--- src/rtl/warp_sequencer_if.sv ---
// Port bundle between the warp sequencer, the warp dispatcher, the instruction
// memory and the func_unit lanes.
interface warp_sequencer_if #(
  parameter int NUM_THREADS = 4,
  parameter int PC_WIDTH    = 8
);
  logic                   start;
  logic [PC_WIDTH-1:0]    base_pc;
  logic [NUM_THREADS-1:0] thread_mask;
  logic                   abort;
  logic                   ready;
  logic                   done;
  logic                   err;
  logic [15:0]            instr_count;
  logic                   imem_rd;
  logic [PC_WIDTH-1:0]    imem_addr;
  logic [31:0]            imem_data;
  logic [2:0]             fu_type;
  logic [4:0]             fu_rs1;
  logic [4:0]             fu_rs2;
  logic [4:0]             fu_rd;
  logic [5:0]             fu_shammt;
  logic [NUM_THREADS-1:0] fu_active;
  logic [NUM_THREADS-1:0] fu_complete;

  modport master (
    input  start, base_pc, thread_mask, abort, imem_data, fu_complete,
    output ready, done, err, instr_count, imem_rd, imem_addr,
           fu_type, fu_rs1, fu_rs2, fu_rd, fu_shammt, fu_active
  );

  modport slave (
    output start, base_pc, thread_mask, abort, imem_data, fu_complete,
    input  ready, done, err, instr_count, imem_rd, imem_addr,
           fu_type, fu_rs1, fu_rs2, fu_rd, fu_shammt, fu_active
  );
endinterface

--- src/rtl/warp_sequencer.sv ---
// Single-warp issue controller: fetch, decode and broadcast one instruction per
// three cycles to the func_unit lanes, then drain and report done.
module warp_sequencer #(
  parameter int NUM_THREADS = 4,
  parameter int PC_WIDTH    = 8,
  parameter int MAX_INSTR   = 255
) (
  input  logic             clk,
  input  logic             rst,
  warp_sequencer_if.master bus
);

  typedef enum logic [2:0] {
    S_IDLE  = 3'd0,
    S_FETCH = 3'd1,
    S_WAIT  = 3'd2,
    S_ISSUE = 3'd3,
    S_DRAIN = 3'd4,
    S_DONE  = 3'd5
  } state_t;

  localparam logic [2:0]  T_HALT     = 3'b111;
  localparam logic [23:0] HALT_WORD  = {3'b111, 21'd0};
  localparam logic [15:0] LAST_COUNT = 16'(MAX_INSTR - 1);

  state_t                 state_q, state_d;
  logic [PC_WIDTH-1:0]    pc_q, pc_d;
  logic [NUM_THREADS-1:0] mask_q, mask_d;
  // Decoded word: [23:21] type, [20:16] rd, [15:11] rs1, [10:6] rs2, [5:0] shammt
  logic [23:0]            instr_q, instr_d;
  logic [15:0]            count_q, count_d;
  logic                   err_q, err_d;
  logic                   ready_q, ready_d;
  logic                   done_q, done_d;
  logic                   imem_rd_q, imem_rd_d;
  logic [PC_WIDTH-1:0]    imem_addr_q, imem_addr_d;
  logic [2:0]             fu_type_q, fu_type_d;
  logic [NUM_THREADS-1:0] fu_active_q, fu_active_d;

  logic                   force_halt;
  logic [2:0]             fetched_type;
  logic [15:0]            count_inc;
  logic                   imem_unused;

  assign imem_unused  = ^bus.imem_data[7:0];
  assign force_halt   = (count_q == LAST_COUNT) && (bus.imem_data[31:29] != T_HALT);
  assign fetched_type = force_halt ? T_HALT : bus.imem_data[31:29];
  assign count_inc    = (count_q == 16'hFFFF) ? count_q : count_q + 16'd1;

  // Next-state, datapath and registered-output computation
  always_comb begin
    state_d = state_q;
    pc_d    = pc_q;
    mask_d  = mask_q;
    instr_d = instr_q;
    count_d = count_q;
    err_d   = err_q;
    case (state_q)
      S_IDLE: begin
        if (bus.start) begin
          pc_d    = bus.base_pc;
          mask_d  = bus.thread_mask;
          count_d = 16'd0;
          err_d   = 1'b0;
          state_d = (bus.thread_mask != '0) ? S_FETCH : S_DONE;
        end else begin
          state_d = S_IDLE;
        end
      end
      S_FETCH: begin
        if (bus.abort) begin
          err_d   = 1'b1;
          instr_d = HALT_WORD;
          state_d = S_ISSUE;
        end else begin
          state_d = S_WAIT;
        end
      end
      S_WAIT: begin
        if (bus.abort) begin
          err_d   = 1'b1;
          instr_d = HALT_WORD;
        end else begin
          err_d   = err_q | force_halt;
          instr_d = {fetched_type, bus.imem_data[28:8]};
        end
        state_d = S_ISSUE;
      end
      S_ISSUE: begin
        count_d = count_inc;
        pc_d    = pc_q + {{(PC_WIDTH-1){1'b0}}, 1'b1};
        err_d   = err_q | bus.abort;
        // An abort on a non-halt issue turns straight into a synthetic halt issue
        if (instr_q[23:21] == T_HALT) begin
          state_d = S_DRAIN;
        end else if (bus.abort) begin
          instr_d = HALT_WORD;
          state_d = S_ISSUE;
        end else begin
          state_d = S_FETCH;
        end
      end
      S_DRAIN: begin
        state_d = ((bus.fu_complete & mask_q) == mask_q) ? S_DONE : S_DRAIN;
      end
      S_DONE: begin
        state_d = S_IDLE;
      end
      default: begin
        state_d = S_IDLE;
      end
    endcase

    ready_d     = (state_d == S_IDLE);
    done_d      = (state_d == S_DONE);
    imem_rd_d   = (state_d == S_FETCH);
    imem_addr_d = (state_d == S_FETCH) ? pc_d : imem_addr_q;
    fu_type_d   = (state_d == S_ISSUE) ? instr_d[23:21] : T_HALT;
    fu_active_d = (state_d == S_ISSUE) ? mask_d : '0;
  end

  // State and output registers
  always_ff @(posedge clk or posedge rst) begin
    if (rst) begin
      state_q     <= S_IDLE;
      pc_q        <= '0;
      mask_q      <= '0;
      instr_q     <= 24'd0;
      count_q     <= 16'd0;
      err_q       <= 1'b0;
      ready_q     <= 1'b1;
      done_q      <= 1'b0;
      imem_rd_q   <= 1'b0;
      imem_addr_q <= '0;
      fu_type_q   <= 3'b111;
      fu_active_q <= '0;
    end else begin
      state_q     <= state_d;
      pc_q        <= pc_d;
      mask_q      <= mask_d;
      instr_q     <= instr_d;
      count_q     <= count_d;
      err_q       <= err_d;
      ready_q     <= ready_d;
      done_q      <= done_d;
      imem_rd_q   <= imem_rd_d;
      imem_addr_q <= imem_addr_d;
      fu_type_q   <= fu_type_d;
      fu_active_q <= fu_active_d;
    end
  end

  assign bus.ready       = ready_q;
  assign bus.done        = done_q;
  assign bus.err         = err_q;
  assign bus.instr_count = count_q;
  assign bus.imem_rd     = imem_rd_q;
  assign bus.imem_addr   = imem_addr_q;
  assign bus.fu_type     = fu_type_q;
  assign bus.fu_rd       = instr_q[20:16];
  assign bus.fu_rs1      = instr_q[15:11];
  assign bus.fu_rs2      = instr_q[10:6];
  assign bus.fu_shammt   = instr_q[5:0];
  assign bus.fu_active   = fu_active_q;

endmodule

--- src/flat_wrapper.sv ---
// flat-port wrapper written by rule: the top's interface ports become plain ports
module warp_sequencer_flat 
#(
  parameter int NUM_THREADS = 4,
  parameter int PC_WIDTH    = 8,
  parameter int MAX_INSTR   = 255
)
  (clk, rst, bus_start, bus_base_pc, bus_thread_mask, bus_abort, bus_imem_data, bus_fu_complete, bus_ready, bus_done, bus_err, bus_instr_count, bus_imem_rd, bus_imem_addr, bus_fu_type, bus_fu_rs1, bus_fu_rs2, bus_fu_rd, bus_fu_shammt, bus_fu_active);
  warp_sequencer_if #(.NUM_THREADS(NUM_THREADS), .PC_WIDTH(PC_WIDTH)) bus_i ();
  input  logic clk;
  input  logic rst;
  input wire logic [$bits(bus_i.start)-1:0] bus_start;
  input wire logic [$bits(bus_i.base_pc)-1:0] bus_base_pc;
  input wire logic [$bits(bus_i.thread_mask)-1:0] bus_thread_mask;
  input wire logic [$bits(bus_i.abort)-1:0] bus_abort;
  input wire logic [$bits(bus_i.imem_data)-1:0] bus_imem_data;
  input wire logic [$bits(bus_i.fu_complete)-1:0] bus_fu_complete;
  output wire logic [$bits(bus_i.ready)-1:0] bus_ready;
  output wire logic [$bits(bus_i.done)-1:0] bus_done;
  output wire logic [$bits(bus_i.err)-1:0] bus_err;
  output wire logic [$bits(bus_i.instr_count)-1:0] bus_instr_count;
  output wire logic [$bits(bus_i.imem_rd)-1:0] bus_imem_rd;
  output wire logic [$bits(bus_i.imem_addr)-1:0] bus_imem_addr;
  output wire logic [$bits(bus_i.fu_type)-1:0] bus_fu_type;
  output wire logic [$bits(bus_i.fu_rs1)-1:0] bus_fu_rs1;
  output wire logic [$bits(bus_i.fu_rs2)-1:0] bus_fu_rs2;
  output wire logic [$bits(bus_i.fu_rd)-1:0] bus_fu_rd;
  output wire logic [$bits(bus_i.fu_shammt)-1:0] bus_fu_shammt;
  output wire logic [$bits(bus_i.fu_active)-1:0] bus_fu_active;
  assign bus_i.start = bus_start;
  assign bus_i.base_pc = bus_base_pc;
  assign bus_i.thread_mask = bus_thread_mask;
  assign bus_i.abort = bus_abort;
  assign bus_i.imem_data = bus_imem_data;
  assign bus_i.fu_complete = bus_fu_complete;
  assign bus_ready = bus_i.ready;
  assign bus_done = bus_i.done;
  assign bus_err = bus_i.err;
  assign bus_instr_count = bus_i.instr_count;
  assign bus_imem_rd = bus_i.imem_rd;
  assign bus_imem_addr = bus_i.imem_addr;
  assign bus_fu_type = bus_i.fu_type;
  assign bus_fu_rs1 = bus_i.fu_rs1;
  assign bus_fu_rs2 = bus_i.fu_rs2;
  assign bus_fu_rd = bus_i.fu_rd;
  assign bus_fu_shammt = bus_i.fu_shammt;
  assign bus_fu_active = bus_i.fu_active;
  warp_sequencer #(.NUM_THREADS(NUM_THREADS), .PC_WIDTH(PC_WIDTH), .MAX_INSTR(MAX_INSTR)) u_core (.clk(clk), .rst(rst), .bus(bus_i));
endmodule
--- config.mk ---
export PLATFORM = sky130hd
export DESIGN_NAME = warp_sequencer_flat
export DESIGN_NICKNAME = d
export VERILOG_FILES = /design/src/rtl/warp_sequencer_if.sv /design/src/rtl/warp_sequencer.sv /design/src/flat_wrapper.sv
export SDC_FILE = /design/constraint.sdc
export NUM_CORES = 1
export LEC_CHECK = 0
export ABC_AREA = 1
export CELL_PAD_IN_SITES_DETAIL_PLACEMENT = 2
export CELL_PAD_IN_SITES_GLOBAL_PLACEMENT = 2
export CORE_ASPECT_RATIO = 0.8
export CORE_MARGIN = 3
export CORE_UTILIZATION = 28
export CTS_BUF_LIST = sky130_fd_sc_hd__clkbuf_4
export CTS_CLUSTER_SIZE = 20
export DETAILED_ROUTE_END_ITERATION = 10
export PLACE_DENSITY_LB_ADDON = 0.1
export SYNTH_ARGS = -nofsm -noshare
export SYNTH_HDL_FRONTEND = slang
export SYNTH_SLANG_ARGS = --single-unit
--- constraint.sdc ---
create_clock -name clk -period 3.5 [get_ports clk]
set_input_delay 0.875 -clock clk [delete_from_list [all_inputs] [get_ports clk]]
set_output_delay 0.875 -clock clk [all_outputs]
set_load 0.005 [all_outputs]
Word-level counts from Yosys, hierarchy flattened
Cells that the tools add are included.
- reduce and logical (&&, ||, !) cells: 10
- add/sub/neg operators: 2
- mux-type cells: 25
- equality and inequality tests: 16
- bitwise logic cells: 3
- operator list (operator ; count):
    $mux 24 ; 3
    $pmux 24 s3 ; 1
    $mux 16 ; 2
    $pmux 16 s2 ; 1
    $add 16x1->16 const B ; 1
    $eq 16x16->1 const B ; 1
    $eq 16x8->1 const B ; 1
    $pmux 8 s2 ; 1
    $mux 3 ; 5
    $pmux 3 s5 ; 1
    $mux 4 ; 3
    $eq 3x2->1 const B ; 3
    $eq 3x3->1 const B ; 3
    $add 8x1->8 const B ; 1
    $mux 8 ; 1
    $ne 2x2->1 const B ; 4
    $reduce_bool 4->1 ; 2
    $eq 3x1->1 const B ; 2
    $logic_not 3->1 ; 2
    $reduce_and 3->1 ; 2
    $mux 1 ; 5
    $and 4x4->4 ; 1
    $eq 4x4->1 ; 1
    $pmux 1 s4 ; 1
    other kinds (7) ; 8
- input port bits: 52
- bits in registers: 74
- word-level logic and storage cells: 69
- output and inout bits: 56

Depth between registers and ports, before layout
- word-level depth: 6
- depth in mapped cells: 10
- mapped depth without buffers: 10

Worst setup path after synthesis
No wires, ideal clock.
- path type: input-to-reg
- start point: input port bus_start
- end point: register u_core.count_q[2], in the netlist u_core.bus.instr_count[2]
- stages on the path: 9
- arrival time: 1.729 ns
- slack: 1.650 ns
- library setup time: 0.121 ns
- required time: 3.379 ns
- path buffers: 2
- path through: buf_2 -> inv_1 -> nand2_4 -> nand2_2 -> nor2_4 -> inv_4 -> buf_6 -> nand2_2 -> o21ai_2
- cells in the longest elaborated chain, start to end: 2
- RTL lines (what ; line ; RTL):
    start, declared ; flat_wrapper.sv:12 ; input wire logic [$bits(bus_i.start)-1:0] bus_start;
    $ne 2x2->1 (no source line) ; n/a ;
    $reduce_and 3->1 (no source line) ; n/a ;
    end signal, assigned ; warp_sequencer.sv:142 ; count_q <= count_d;
    end, declared ; warp_sequencer.sv:31 ; logic [15:0] count_q, count_d;
Every way passes these cells.
A chain may end at the register's enable or synchronous reset.

Final worst setup path
- start point: register u_core.count_q[15], in the netlist u_core.bus.instr_count[15]
- end point: output port bus_instr_count[15]
- RTL lines (what ; line ; RTL):
    end, declared ; flat_wrapper.sv:21 ; output wire logic [$bits(bus_i.instr_count)-1:0] bus_instr_count;
No word-level cell between the ends.

==> impl_metrics.json <==
{
  "gp_congestion": 0.753,
  "crit_start": "u_core.bus.instr_count[15]",
  "synth_area_leaders": "dfrtp_1 44%, nand2_1 15%, nand3_1 9.0%, buf_4 4.1%, inv_1 4.1%",
  "dpl.hpwl_mm": 9.19,
  "grt_max_degree": 51,
  "synth_compound_area_share_pct": 5.37,
  "internal_power_mw": 2.17,
  "post-route-period-util_pct": 69.0,
  "slew_violations": 0,
  "start_util_pct": 29.1,
  "drt-initial-drc-count": 114,
  "synthSimpleGateAreaFrac_pct": 35.3,
  "place_ws_ns": 0.823,
  "ant_nets": 0,
  "switching_power_mw": 1.77,
  "required_ns": 2.62,
  "numCtsBuffers": 9,
  "synth.area.mux_share_pct": 0,
  "synth_top_family_by_area": "simple AND/OR/NAND/NOR gates",
  "n_fill_cell": 1614,
  "cp_top_family": "buffers and inverters",
  "critPathLaunchType": "flop",
  "powerDensity_mw_per_mm2": 764,
  "grt_pass1_wl_mm": 20.6,
  "syn_inst": 510,
  "synth_area_mm2": 0.00401,
  "fmax_ghz": 0.414,
  "wire_per_inst_um": 15.9,
  "endpoint": "bus_instr_count[15]",
  "switching_share_pct": 44.9,
  "htreeDepth": 3,
  "hp-start": "u_core.instr_q[4]",
  "cts-root-buf": "clkbuf_4",
  "setup_slack_ns": 1.09,
  "fp.dieArea_mm2": 0.0158,
  "grt_antenna_before_repair": 0,
  "post-cts-setup-buffer-count": 0,
  "worstReg2RegEnd": "u_core.bus.instr_count[13]",
  "holdPathStages": 2,
  "async_reset_ff_share_pct": 100,
  "grt_pass1_vias": 3958,
  "r2r-start": "u_core.bus.instr_count[1]",
  "synth-warning-count": 0,
  "cp.depth": 1,
  "post_cts_resized": 0,
  "multi_input_area_mm2": 0.00170,
  "synth_top_area_share_pct": 43.7,
  "p_comb_share_pct": 51.4,
  "rows": 38,
  "synth_xor_area_share_pct": 0.874,
  "drv_cap": 0,
  "yosys.area_share.adder_pct": 0.936,
  "dr_total_vias": 3639,
  "worstSkewPairLatency_ns": 0.46,
  "tns_ns": 0,
  "layout_min_cycle_time_ns": 2.41,
  "drt_wl_total_mm": 12.3,
  "track_usage_pct": 16.2,
  "cts.clk_slew.worst_paths_ns": 0.12,
  "nets": 647,
  "seq_area_frac_synth_pct": 46.3,
  "chipWidth_um": 140,
  "r2r_slack_ns": 1.55,
  "cts_tree": "yes",
  "finalSetupViolations": 0,
  "drtPass1Iterations": 4,
  "critPathBufInv": 1,
  "io-pin-count": 108,
  "syn-num-nets": 565,
  "ff_latch_area_mm2": 0.00186,
  "timing.final.hold_violations": 0,
  "crit_fanout": 6,
  "synthFlopType": "dfrtp_1",
  "cts_buffer_depth": 2,
  "avgViaCountPerCell": 4.68,
  "synth_top_area_cell": "dfrtp_1",
  "max_slew_margin_pct": 47.8,
  "cp_slowest_cell": "clkdlybuf4s50_1",
  "run_status": "complete, no violations",
  "core_region_area_mm2": 0.0138,
  "clkPwrFrac_pct": 13.7,
  "drcViolationCount": 0,
  "crit_path_end_kind": "primary output",
  "power_leakage_nw": 2.39,
  "max_stage_delay_ns": 0.56,
  "synth_common_cells": "158 x nand2_1, 72 x nand3_1, 70 x dfrtp_1",
  "overflow": 0,
  "worst_pin_slew_ns": 0.782,
  "syn_avg_cell_area_um2": 7.86,
  "final_cells": 777,
  "critPathArrivalTime_ns": 1.54,
  "path_cells": "clkdlybuf4s50_1",
  "post-synth-top-count-cell": "nand2_1",
  "layout-drive-gt1-share_pct": 11.2,
  "die_h_um": 113,
  "peakVddDrop_mv": 0.272,
  "clock_skew_ns": 0.0184,
  "place_inst": 761,
  "pwr-share-seq_pct": 34.8,
  "antenna_cells": 0,
  "ys_seq_elements": 74,
  "cts_hold_buf": 0,
  "cts.sinks": 74,
  "synth.distinct_cells": 33,
  "hold_path_class": "reg2reg",
  "r2r_cells": 9,
  "synth_edf_count": 0,
  "post-route-util_pct": 37.4,
  "path_class": "reg2out",
  "port-buffer-count": 99,
  "area_delta_synth_final_pct": 28.6,
  "grt_setup_unrepaired": "no"
}
==> registers in the layout, indices dropped and copies added (netlist names), 3 cells and up <==
register,cells
u_core.instr_q,24
u_core.bus.instr_count,16
u_core.bus.imem_addr,8
u_core.pc_q,8
u_core.bus.fu_active,4
u_core.mask_q,4
u_core.bus.fu_type,3
u_core.state_q,3
==> cell families (layout without fill, tap and decap cells) <==
logic type,after synthesis,in the layout
AOI/OAI and AO/OA,35,35
xor gates and xnor gates,4,4
adders and majority gates,3,3
buffers and inverters,84,171
DFF,74,74
and+or+nand+nor,310,310
==> stage by stage <==
step,hold slack [ns],instance area (um^2),total power [mW]
final,0.488,5160,3.94
after floorplan,0.443,4010,2.80
after CTS,0.492,5160,4.05
after global placement,0.452,5030,3.40
after detailed placement,0.462,5030,3.48
after global routing,0.513,5160,4.35
==> placed cells by master (no fill, tap or decap), drive strengths merged <==
cell type / instances
nand3b: 1
nor3: 6
clkinv: 6
xor2: 3
nor2: 46
xnor2: 1
dfstp: 4
clkinvlp: 1
inv: 49
and2: 1
clkbuf: 9
nand2: 168
buf: 6
bufinv: 1
a21oi: 4
dfrtp: 70
ha: 3
o21ai: 30
nand4: 10
clkdlybuf4s50: 99
nand3: 76
or2: 2
o21bai: 1
==> layout make-up <==
type                       instances  area share [%]
sequential                        74            36.0
multi-input combinational        352            33.0
timing repair buffer             105            20.3
tap                              180            4.37
inverter                          50            3.79
clock buffer                       9            1.31
clock inverter                     7            1.16
==> power groups by stage <==
stage	logic (mW)	clock network (mW)	registers, mW
finish	2.03	0.541	1.37
CTS	2.11	0.572	1.38
detailed placement	2.09	0	1.39
global placement	2.03	0	1.38
floorplan	1.45	0	1.35
global route	2.33	0.608	1.42
==> how the worst min path moves through the flow <==
stage,to,slack [ns]
3_3_place_gp,u_core.instr_q[16],0.45
4_1_cts,u_core.instr_q[2],0.49
2_1_floorplan,u_core.instr_q[0],0.44
6_report,u_core.instr_q[4],0.49
5_1_grt,u_core.instr_q[10],0.51
3_5_place_dp,u_core.instr_q[8],0.46
==> per-layer routing <==
layer | vias up | wire length (um) | global-route usage, %
met5 | - | 0 | 0
met4 | 0 | 148 | 4.45
met3 | 12 | 467 | 4.10
met2 | 60 | 5960 | 27.2
met1 | 1796 | 5740 | 20.9
li1 | 1771 | - | -
(Power assumes the default switching activity.)
